==> src/rtl/fifo_wr_arbiter.sv <==
// Round-robin arbiter sharing one FIFO write port among N valid/ready producers.
// Optional packet-lock mode (req_last port, IDLE/LOCKED FSM) is enabled by FIFO_ARB_LOCK_EN.
module fifo_wr_arbiter #(
    parameter  int unsigned WIDTH = 8,
    parameter  int unsigned N     = 4,
    localparam int unsigned IDW   = $clog2(N)
) (
    input  logic                 clk,
    input  logic                 rst,
    input  logic [N-1:0]         req_valid,
    input  logic [N*WIDTH-1:0]   req_data,
`ifdef FIFO_ARB_LOCK_EN
    input  logic [N-1:0]         req_last,
`endif
    output logic [N-1:0]         req_ready,
    input  logic                 fifo_full,
    output logic                 fifo_wr_en,
    output logic [WIDTH-1:0]     fifo_wr_data,
    output logic [IDW-1:0]       last_id,
    output logic [15:0]          wr_count
);

`ifdef FIFO_ARB_LOCK_EN
    typedef enum logic {
        ST_IDLE   = 1'b0,
        ST_LOCKED = 1'b1
    } state_t;

    state_t         state_q, state_d;
    logic [IDW-1:0] owner_q, owner_d;
`endif

    logic [IDW-1:0] ptr_q, ptr_d;
    logic [IDW-1:0] last_id_q, last_id_d;
    logic [15:0]    wr_count_q, wr_count_d;

    logic [N-1:0]   elig_c;
    logic           found_c;
    logic [IDW-1:0] win_c;
    logic           grant_c;
    logic [IDW-1:0] sel_c;
    logic [IDW-1:0] nxt_c;

    // Rotated-priority scan starting at ptr; a locked packet narrows eligibility to its owner.
    always_comb begin
        elig_c  = req_valid;
`ifdef FIFO_ARB_LOCK_EN
        if (state_q == ST_LOCKED) begin
            elig_c = req_valid & (N'(1) << owner_q);
        end
`endif
        found_c = 1'b0;
        win_c   = '0;
        for (int i = 0; i < int'(N); i++) begin
            int             j;
            logic [IDW-1:0] cand;
            j = int'(ptr_q) + i;
            if (j >= int'(N)) begin
                j = j - int'(N);
            end
            cand = IDW'(j);
            if (!found_c && elig_c[cand]) begin
                found_c = 1'b1;
                win_c   = cand;
            end
        end
        grant_c = rst && !fifo_full && found_c;
        nxt_c   = (win_c == IDW'(N - 1)) ? '0 : win_c + IDW'(1);
    end

    // Handshake and write-port drive; data follows ptr when idle.
    always_comb begin
        req_ready    = '0;
        fifo_wr_en   = grant_c;
        fifo_wr_data = '0;
        sel_c        = grant_c ? win_c : ptr_q;
        if (grant_c) begin
            req_ready[win_c] = 1'b1;
        end
        for (int i = 0; i < int'(N); i++) begin
            if (IDW'(i) == sel_c) begin
                fifo_wr_data = req_data[i*WIDTH +: WIDTH];
            end
        end
    end

    // Next-state: registers move only on an accepted beat.
    always_comb begin
        ptr_d      = ptr_q;
        last_id_d  = last_id_q;
        wr_count_d = wr_count_q;
`ifdef FIFO_ARB_LOCK_EN
        state_d    = state_q;
        owner_d    = owner_q;
`endif
        if (grant_c) begin
            last_id_d  = win_c;
            wr_count_d = wr_count_q + 16'd1;
`ifdef FIFO_ARB_LOCK_EN
            case (state_q)
                ST_IDLE: begin
                    if (req_last[win_c]) begin
                        ptr_d = nxt_c;
                    end else begin
                        state_d = ST_LOCKED;
                        owner_d = win_c;
                    end
                end
                ST_LOCKED: begin
                    // Packet ends: release and rotate past the owner.
                    if (req_last[win_c]) begin
                        state_d = ST_IDLE;
                        ptr_d   = nxt_c;
                    end
                end
                default: begin
                    state_d = ST_IDLE;
                end
            endcase
`else
            ptr_d = nxt_c;
`endif
        end
    end

    always_ff @(posedge clk or negedge rst) begin
        if (!rst) begin
            ptr_q      <= '0;
            last_id_q  <= '0;
            wr_count_q <= '0;
`ifdef FIFO_ARB_LOCK_EN
            state_q    <= ST_IDLE;
            owner_q    <= '0;
`endif
        end else begin
            ptr_q      <= ptr_d;
            last_id_q  <= last_id_d;
            wr_count_q <= wr_count_d;
`ifdef FIFO_ARB_LOCK_EN
            state_q    <= state_d;
            owner_q    <= owner_d;
`endif
        end
    end

    assign last_id  = last_id_q;
    assign wr_count = wr_count_q;

endmodule
==> config.mk <==
export PLATFORM = sky130hd
export DESIGN_NAME = fifo_wr_arbiter
export DESIGN_NICKNAME = d
export VERILOG_FILES = /design/src/rtl/fifo_wr_arbiter.sv
export SDC_FILE = /design/constraint.sdc
export NUM_CORES = 1
export LEC_CHECK = 0
export BUFFER_PORTS_ARGS = -buffer_cell sky130_fd_sc_hd__clkbuf_2
export CAP_MARGIN = 40
export CORE_UTILIZATION = 34
export CTS_CLUSTER_SIZE = 16
export DETAILED_ROUTE_END_ITERATION = 16
export GPL_TIMING_DRIVEN = 0
export PLACE_DENSITY = 0.63
export SETUP_SLACK_MARGIN = 0.4
export SYNTH_ARGS = -nofsm -noshare
export SYNTH_HDL_FRONTEND = slang
export SYNTH_SLANG_ARGS = --single-unit
==> constraint.sdc <==
create_clock -name clk -period 2.1 [get_ports clk]
set_clock_uncertainty 0.1 [all_clocks]
set_input_delay 0.42 -clock clk [delete_from_list [all_inputs] [get_ports clk]]
set_output_delay 0.42 -clock clk [all_outputs]
set_load 0.005 [all_outputs]
==> flow_metrics.env, run 1 <==
export IMPL_outcome="complete, but fails checks"
export IMPL_violations="negative setup slack"
export IMPL_startpoint_type="input port"
export IMPL_power_w=0.00178
export IMPL_dieArea_um2=4150
export IMPL_drive_gt1_frac=0.488
export IMPL_track_usage=0.145
export IMPL_top_usage_layer="met2"
export IMPL_slew_viol_final=0
export IMPL_grt_pass1_vias=1141
export IMPL_p_sw_frac=0.339
export IMPL_required_ns=1.58
export IMPL_firstDrtPassIters=4
export IMPL_maxCapViolCount=0
export IMPL_vdd_ir_drop_max_mv=0.482
export IMPL_die_width_um=64.5
export IMPL_pwr_share_comb=0.467
export IMPL_cts_tree="built"
export IMPL_dp_hpwl_um=2220
export IMPL_fin_nets=258
export IMPL_first_iter_violations=34
export IMPL_final_common_cell="clkbuf_2"
export IMPL_io_buffer_count=69
export IMPL_cp_arrival_ns=1.86
export IMPL_cts_root_buffer="clkbuf_8"
export IMPL_synthesis_area_um2=1330
export IMPL_crit_path_top_delay_cell="o31ai_4"
export IMPL_pwr_share_seq=0.317
export IMPL_leakage_nw=1.08
export IMPL_htree_levels=1
export IMPL_setup_violations=12
export IMPL_yosysUniqueCellTypes=29
export IMPL_max_stage_delay_ns=0.26
export IMPL_end_kind="primary output"
export IMPL_min_period_ns=2.38
export IMPL_core_area_um2=3690
export IMPL_post_drt_wl_per_cell_um=11.5
export IMPL_power_per_cell_area_nw_per_um2=868
export IMPL_avgSynthCellArea_um2=10.4
export IMPL_cts_sinks=20
export IMPL_synth_yosys_seq_area_share=0.377
export IMPL_start_util=0.360
export IMPL_rsz0062_at_grt="true"
export IMPL_rows=22
export IMPL_placed_area_um2=1760
export IMPL_syn_nets=172
export IMPL_worst_pin_slew_ns=0.486
export IMPL_relSlewSlack=0.675
export IMPL_vias_per_cell=4.65
export IMPL_cp_cell_sequence="buf_6 -> nand2b_4 -> or2_4 -> buf_4 -> o31ai_4 -> buf_8 -> mux2i_1 -> mux2i_1 -> buf_2"
export IMPL_ant_nets=0
export IMPL_intPower_w=0.00117
export IMPL_cpMostUsedCell="mux2i_1"
export IMPL_final_util=0.555
export IMPL_vias=1214
export IMPL_cts_buffer_depth=2
export IMPL_hold_path_class="reg2reg"
export IMPL_r2r_start="ptr_q[1]"
export IMPL_grt_pass1_wl_um=4830
export IMPL_hold_viol=0
export IMPL_fin_ws_ns=-0.282
export IMPL_clkTransAtPathRegs_ns=0.08
export IMPL_num_fill_cells=351
export IMPL_startpoint="fifo_full"
export IMPL_mostFrequentLayoutCells="clkbuf_2, mux2i_1, dfrtp_1"
export IMPL_cp_max_fo=10
export IMPL_path_class="in2out"
export IMPL_crit_end="fifo_wr_data[1]"
export IMPL_yosys_warnings=0
export IMPL_clock_latency_ns=0.26
export IMPL_p_clk_frac=0.216
export IMPL_max_freq_mhz=420
export IMPL_area_growth_pct=54.2
export IMPL_multiInputGateArea_um2=837
export IMPL_routabilityCongestion=0.716
export IMPL_drc=0
export IMPL_net_switching_power_w=0.000601
export IMPL_syn_inst=128
export IMPL_final_cell_area_um2=2050
export IMPL_antenna_found_initial=0
export IMPL_ys_ff_latch=20
export IMPL_grtUsageMet2=0.254
export IMPL_ff2ff_setup_slack_ns=0.36
export IMPL_diodes=0
export IMPL_regArea_um2=502
export IMPL_grt_max_degree=13
export IMPL_numCtsBuffers=3
export IMPL_grtUsageMet1=0.179
export IMPL_die_h_um=64.5
export IMPL_ff2ff_path_depth=7
export IMPL_timing_final_crit_share=1.13
export IMPL_wirelength_um=2990
export IMPL_reg2reg_to="ptr_q[1]"
export IMPL_io_pins=70
export IMPL_grtUsageMet3=0.0141
export IMPL_grt_ovfl_total=0
cell families (layout without fill, tap and decap cells):
kind of cell,Yosys count,count (layout),share of synthesized area
multiplexers,25,25,0.189
buffers and inverters,7,92,0.0368
AND/OR/NAND/NOR,47,47,0.183
XOR/XNOR,15,15,0.0991
adder cells (fa/ha/maj),5,5,0.0472
AO/OA/AOI/OAI,9,9,0.0679
flip-flops,20,20,0.377
power groups by stage:
stage	logic [W]	clock network [W]	registers (W)
global placement	0.000739	0	0.000562
floorplan	0.000496	0	0.000549
CTS	0.000835	0.000390	0.000557
detailed placement	0.000742	0	0.000563
global route	0.000917	0.000400	0.000576
finish	0.000830	0.000383	0.000563
per-layer routing:
layer	wire (um)	vias to the layer above
met5	0	-
met4	27	0
met3	122	2
met2	1460	40
met1	1380	559
li1	-	613
flip-flops by register name, indices dropped and copies added (netlist names):
signal,count
ptr_q,2
wr_count,16
last_id,2
critical path: cells and delay by family:
kind | cells | cell delay, ns
AOI/OAI and AO/OA | 1 | 0.26
buffers and inverters | 4 | 0.56
muxes | 2 | 0.27
and+or+nand+nor | 2 | 0.36
synth_stat cells:
cell	count	area, um2
nand3_1	1	5.00
mux2i_1	25	250
nor4_1	1	6.26
xor2_1	4	35.0
a311oi_1	1	8.76
ha_1	5	62.6
buf_8	1	15.0
a21oi_1	2	10.0
and2_1	4	25.0
or2_2	1	6.26
nor2b_1	2	12.5
or2b_1	1	7.51
nor2_1	5	18.8
and4_1	1	8.76
o21ai_0	3	15.0
o41ai_4	1	27.5
or2_4	1	8.76
nor3_1	1	5.00
and3_1	6	37.5
nand2b_1	2	12.5
buf_2	1	5.00
dfrtp_1	20	500
nand2_1	17	63.8
clkbuf_8	1	13.8
xnor2_1	11	96.3
nand4_1	4	25.0
inv_1	4	15.0
o31ai_1	1	7.51
o31ai_4	1	21.3
metrics by stage:
stage,hold WS (ns),std cells,setup slack [ns],TNS [ns]
after floorplan,0.0244,128,-0.167,-1.34
after global placement,0.332,245,-0.876,-10.80
after detailed placement,0.334,245,-0.895,-11.15
after CTS,0.378,258,-0.292,-3.28
after global routing,0.415,261,-0.399,-4.11
final,0.381,261,-0.282,-2.94
how the worst min path moves through the flow:
stage,start,end,slack [ns],cells past startpoint
2_1_floorplan,rst,last_id[0],0.02,0
6_report,wr_count[15],wr_count[15],0.38,1
3_3_place_gp,rst,wr_count[15],0.33,1
5_1_grt,wr_count[15],wr_count[15],0.42,1
3_5_place_dp,rst,wr_count[15],0.33,1
4_1_cts,wr_count[15],wr_count[15],0.38,1
cell type report:
class,instances,area share
plain buffers,3,0.0220
clock buffers,3,0.0202
clock inverters,1,0.0147
inverters,4,0.00979
multi-input cells,101,0.409
flip-flops and latches,20,0.245
well taps,48,0.0294
repair buffers,81,0.250
what timing repair did:
action                                 CTS  global route
hold buffers                             2             0
endpoints found under the hold margin   20             0
gates cloned                             1             0
setup endpoints to repair               30            27
pin swaps                                8             3
resized for setup                       17            10
buffers inserted                         6             3
Note: power is estimated with default switching activity, not from simulation.
==> run 2: changes to the inputs <==
==> constraint.sdc (replaced) <==
create_clock -name clk -period 2.1 [get_ports clk]
set_clock_uncertainty 0.1 [all_clocks]
set_input_delay 0.105 -clock clk [delete_from_list [all_inputs] [get_ports clk]]
set_output_delay 0.105 -clock clk [all_outputs]
set_load 0.005 [all_outputs]
==> flow_metrics.env, run 2 (synthesized netlist as in run 1, its figures left out) <==
export IMPL_worst_pin_slew_ns=0.430
export IMPL_cp_arrival_ns=1.93
export IMPL_cp_cell_sequence="nand2_2 -> a311oi_2 -> o31ai_4 -> buf_6 -> buf_8 -> mux2i_1 -> mux2i_1 -> clkbuf_2"
export IMPL_timing_final_crit_share=1.02
export IMPL_post_drt_wl_per_cell_um=12.0
export IMPL_crit_path_top_delay_cell="dfrtp_1"
export IMPL_io_buffer_count=69
export IMPL_core_area_um2=3690
export IMPL_wirelength_um=3150
export IMPL_mostFrequentLayoutCells="clkbuf_2, mux2i_1, dfrtp_1"
export IMPL_diodes=0
export IMPL_numCtsBuffers=3
export IMPL_num_fill_cells=381
export IMPL_startpoint_type="flip-flop"
export IMPL_end_kind="primary output"
export IMPL_maxCapViolCount=0
export IMPL_grt_pass1_vias=1171
export IMPL_max_freq_mhz=468
export IMPL_clkTransAtPathRegs_ns=0.07
export IMPL_net_switching_power_w=0.000625
export IMPL_largest_reg_flops=16
export IMPL_regArea_um2=500
export IMPL_leakage_nw=1.06
export IMPL_multiInputGateArea_um2=813
export IMPL_vdd_ir_drop_max_mv=0.385
export IMPL_outcome="complete, but fails checks"
export IMPL_final_common_cell="clkbuf_2"
export IMPL_first_iter_violations=45
export IMPL_ant_nets=0
export IMPL_power_per_cell_area_nw_per_um2=913
export IMPL_ff2ff_setup_slack_ns=0.28
export IMPL_slew_viol_final=0
export IMPL_placed_cells=245
export IMPL_grt_ovfl_total=0
export IMPL_cts_tree="built"
export IMPL_die_h_um=64.5
export IMPL_fin_cells=261
export IMPL_rows=22
export IMPL_violations="negative setup slack"
export IMPL_clock_latency_ns=0.26
export IMPL_vias_per_cell=4.79
export IMPL_reg2reg_to="ptr_q[1]"
export IMPL_relSlewSlack=0.710
export IMPL_cts_buffer_depth=2
export IMPL_holdWs_ns=0.188
export IMPL_cpLargestDelayFamily="compound AO/OA/AOI/OAI gates"
export IMPL_start_util=0.360
export IMPL_rsz0062_at_grt="true"
export IMPL_intPower_w=0.00116
export IMPL_crit_end="fifo_wr_data[5]"
export IMPL_p_clk_frac=0.164
export IMPL_hold_viol=0
export IMPL_worst_path_buf_inv=3
export IMPL_max_stage_delay_ns=0.41
export IMPL_fin_nets=258
export IMPL_firstDrtPassIters=2
export IMPL_grt_max_degree=21
export IMPL_cp_depth=8
export IMPL_cpMostUsedCell="mux2i_1"
export IMPL_cp_max_fo=5
export IMPL_vias=1251
export IMPL_antenna_found_initial=0
export IMPL_preCtsSetupSlack_ns=-0.396
export IMPL_pwr_share_comb=0.525
export IMPL_min_period_ns=2.13
export IMPL_fin_tns_setup_ns=-0.193
export IMPL_area_growth_pct=47.8
export IMPL_grt_pass1_wl_um=5120
export IMPL_htree_levels=1
export IMPL_pwr_share_seq=0.310
export IMPL_dp_hpwl_um=2440
export IMPL_dieArea_um2=4150
export IMPL_startpoint="ptr_q[1]"
export IMPL_hold_path_class="in2async"
export IMPL_drive_gt1_frac=0.455
export IMPL_cts_sinks=20
export IMPL_io_pins=70
export IMPL_die_width_um=64.5
export IMPL_required_ns=1.89
export IMPL_track_usage=0.161
export IMPL_cts_root_buffer="clkbuf_8"
export IMPL_ff2ff_path_depth=8
export IMPL_r2r_start="ptr_q[1]"
export IMPL_fin_ws_ns=-0.0345
export IMPL_path_class="reg2out"
export IMPL_routabilityCongestion=0.794
export IMPL_setup_violations=8
export IMPL_drc=0
export IMPL_p_sw_frac=0.349
-- run 2: cell types whose count changed in the layout (fill, tap and decap cells not counted), moves of 2 or more --
cell       before  now
inv_1           2    4
buf_2           3    1
clkbuf_2       62   68
clkbuf_8        7    5
buf_4           7    5
clkbuf_16       2    0
buf_6           2    4
-- run 2: metrics by stage --
stage | utilization | instance area, um2 | power, W
final | 0.532 | 1960 | 0.00179
after CTS | 0.519 | 1910 | 0.00178
after global routing | 0.532 | 1960 | 0.00192
after detailed placement | 0.473 | 1740 | 0.00131
after global placement | 0.473 | 1740 | 0.00130
after floorplan | - | 1340 | 0.00104
-- run 2: worst min-delay path by stage --
| stage | endpoint | cells after the start | slack, ns |
|---|---|---|---|
| final | wr_count[4] | 2 | 0.19 |
| after global routing | wr_count[4] | 2 | 0.19 |
| after CTS | ptr_q[1] | 4 | 0.25 |
| after detailed placement | wr_count[0] | 1 | 0.005 |
| after global placement | wr_count[0] | 1 | -0.0001 |
| after floorplan | last_id[0] | 0 | -0.29 |
-- run 2: per-layer routing --
| metal | vias up | track usage | wire (um) |
|---|---|---|---|
| li1 | 616 | - | - |
| met1 | 570 | 0.185 | 1280 |
| met2 | 60 | 0.287 | 1580 |
| met3 | 5 | 0.0299 | 229 |
| met4 | 0 | 0.0750 | 57 |
| met5 | - | 0 | 0 |
-- run 2: final cells by class --
type                       count  area share
buffer                         3      0.0172
multi-input combinational    101       0.415
tap                           48      0.0306
inverter                       4     0.00766
timing repair buffer          81       0.246
clock buffer                   4      0.0281
sequential                    20       0.255
-- run 2: power groups by stage --
stage	Sequential, W	Clock (W)	Combinational [W]
2_1_floorplan	0.000549	0	0.000494
3_3_place_gp	0.000562	0	0.000738
3_5_place_dp	0.000560	0	0.000748
4_1_cts	0.000549	0.000302	0.000929
5_1_grt	0.000569	0.000317	0.00103
6_report	0.000555	0.000294	0.000940
-- run 2: timing repair --
action	4_1_cts	5_1_grt
gates resized for setup	6	6
buffers inserted	8	1
gates cloned	1	0
pin swaps	2	3
endpoints found under the setup margin	22	17
hold endpoints to repair	20	0
hold buffers	1	0
==> run 3: changes to the inputs <==
--- a/config.mk
+++ b/config.mk
@@ -12,7 +12,9 @@
 export DETAILED_ROUTE_END_ITERATION = 16
 export GPL_TIMING_DRIVEN = 0
 export PLACE_DENSITY = 0.63
+export RECOVER_POWER = 50
 export SETUP_SLACK_MARGIN = 0.4
 export SYNTH_ARGS = -nofsm -noshare
 export SYNTH_HDL_FRONTEND = slang
 export SYNTH_SLANG_ARGS = --single-unit
+export TNS_END_PERCENT = 5
==> flow_metrics.env, run 3 (synthesized netlist as in run 1, its figures left out) <==
export IMPL_drc=0
export IMPL_start_util=0.360
export IMPL_hold_viol=0
export IMPL_power_w=0.00183
export IMPL_fin_nets=254
export IMPL_vdd_ir_drop_max_mv=0.452
export IMPL_cp_arrival_ns=1.90
export IMPL_relSlewSlack=0.326
export IMPL_largest_reg_flops=16
export IMPL_io_buffer_count=69
export IMPL_end_kind="primary output"
export IMPL_track_usage=0.143
export IMPL_grt_pass1_vias=1070
export IMPL_cp_max_fo=5
export IMPL_setup_violations=1
export IMPL_core_area_um2=3690
export IMPL_rsz0062_at_grt="true"
export IMPL_top_layer="met4"
export IMPL_leakage_nw=1.03
export IMPL_vias=1219
export IMPL_cts_sinks=20
export IMPL_crit_path_top_delay_cell="dfrtp_1"
export IMPL_area_growth_pct=46.5
export IMPL_cpMostUsedCell="mux2i_1"
export IMPL_grt_pass1_wl_um=4690
export IMPL_cp_cell_sequence="nor2b_2 -> a311oi_4 -> o31ai_4 -> clkbuf_16 -> mux2i_1 -> mux2i_1 -> clkbuf_2"
export IMPL_drive_gt1_frac=0.445
export IMPL_num_fill_cells=373
export IMPL_clock_latency_ns=0.26
export IMPL_startpoint_type="flip-flop"
export IMPL_grt_ovfl_total=0
export IMPL_dieArea_um2=4150
export IMPL_wl_met1_um=1360
export IMPL_maxCapViolCount=0
export IMPL_grt_max_degree=21
export IMPL_cts_buffer_depth=2
export IMPL_die_width_um=64.5
export IMPL_cpLargestDelayFamily="compound AO/OA/AOI/OAI gates"
export IMPL_max_freq_mhz=476
export IMPL_required_ns=1.89
export IMPL_ff2ff_path_depth=8
export IMPL_rows=22
export IMPL_max_stage_delay_ns=0.41
export IMPL_fin_ws_ns=-0.00239
export IMPL_slew_viol_final=0
export IMPL_io_pins=70
export IMPL_firstDrtPassIters=3
export IMPL_wl_met2_um=1420
export IMPL_first_iter_violations=52
export IMPL_hold_path_class="in2async"
export IMPL_cts_tree="built"
export IMPL_cts_root_buffer="clkbuf_8"
export IMPL_final_cell_area_um2=1940
export IMPL_diodes=0
export IMPL_wirelength_um=2950
export IMPL_dp_hpwl_um=2220
export IMPL_numCtsBuffers=3
export IMPL_worst_pin_slew_ns=1.01
export IMPL_violations="negative setup slack"
export IMPL_regArea_um2=502
export IMPL_multiInputGateArea_um2=826
export IMPL_dr_wl_met3_um=154
export IMPL_htree_levels=1
export IMPL_antenna_found_initial=0
export IMPL_placed_area_um2=1730
export IMPL_cp_depth=7
export IMPL_power_per_cell_area_nw_per_um2=941
export IMPL_min_period_ns=2.10
export IMPL_ant_nets=0
export IMPL_routabilityCongestion=0.709
export IMPL_post_drt_wl_per_cell_um=11.5
export IMPL_timing_final_crit_share=1.00
export IMPL_vias_per_cell=4.74
export IMPL_die_h_um=64.5
export IMPL_outcome="complete, but fails checks"
export IMPL_final_common_cell="clkbuf_2"
export IMPL_clkTransAtPathRegs_ns=0.08
export IMPL_mostFrequentLayoutCells="clkbuf_2, mux2i_1, dfrtp_1"
export IMPL_path_class="reg2out"
export IMPL_preCtsSetupSlack_ns=-0.276
export IMPL_worst_path_buf_inv=2
## run 3: worst paths after layout
check	from	to	slack [ns]
worst max-delay path	ptr_q[0]	fifo_wr_data[6]	-0.002
worst min-delay path	rst	wr_count[15]	0.14
worst max register to register	ptr_q[1]	ptr_q[1]	0.33
worst min register to register	wr_count[15]	wr_count[15]	0.38
max in group asynchronous	rst	ptr_q[1]	0.56
min in group clk	fifo_full	ptr_q[1]	0.25
## run 3: area by class of cell
class	instances	area share
Clock inverter	1	0.0155
Inverter	4	0.00773
Sequential cell	20	0.258
Clock buffer	3	0.0212
Buffer	3	0.0174
Timing Repair Buffer	77	0.224
Multi-Input combinational cell	101	0.425
Tap cell	48	0.0309
## run 3: through the flow
stage                     hold slack (ns)  utilization  std cells  setup TNS [ns]
after global placement            0.00636        0.469        245           -2.22
after detailed placement         -0.00111        0.469        245           -2.15
after floorplan                    -0.291            -        128               0
after global routing                0.155        0.527        257          -0.762
final                               0.139        0.527        257        -0.00239
after CTS                           0.254        0.511        253         -0.0516
## run 3: where the power goes
| group | internal (W) | switching [W] |
|---|---|---|
| sequential | 0.000464 | 0.0000909 |
| clock | 0.000254 | 0.000127 |
| combinational | 0.000495 | 0.000397 |
## run 3: layer usage
metal  vias up  GRT usage
met5         -          0
li1        610          -
met4         0     0.0417
met2        45      0.238
met3         2     0.0264
met1       562      0.189
## run 3: worst register-to-register path, cell delays in order, from the launching register on
cell and delay [ns]:
dfrtp_2 0.44, buf_4 0.14, mux2i_1 0.18, nor2_2 0.09, nor3_4 0.20, inv_2 0.08, ha_1 0.29, nand2_1 0.06
nand2_1 0.05
## run 3: what timing repair did
| action | CTS | global route |
|---|---|---|
| endpoints found under the setup margin | 22 | 15 |
| pin swaps | 4 | 3 |
| hold buffers | 1 | 0 |
| buffers inserted | 3 | 2 |
| cloned | 0 | 1 |
| hold endpoints to repair | 20 | 0 |
| resized for setup | 8 | 7 |
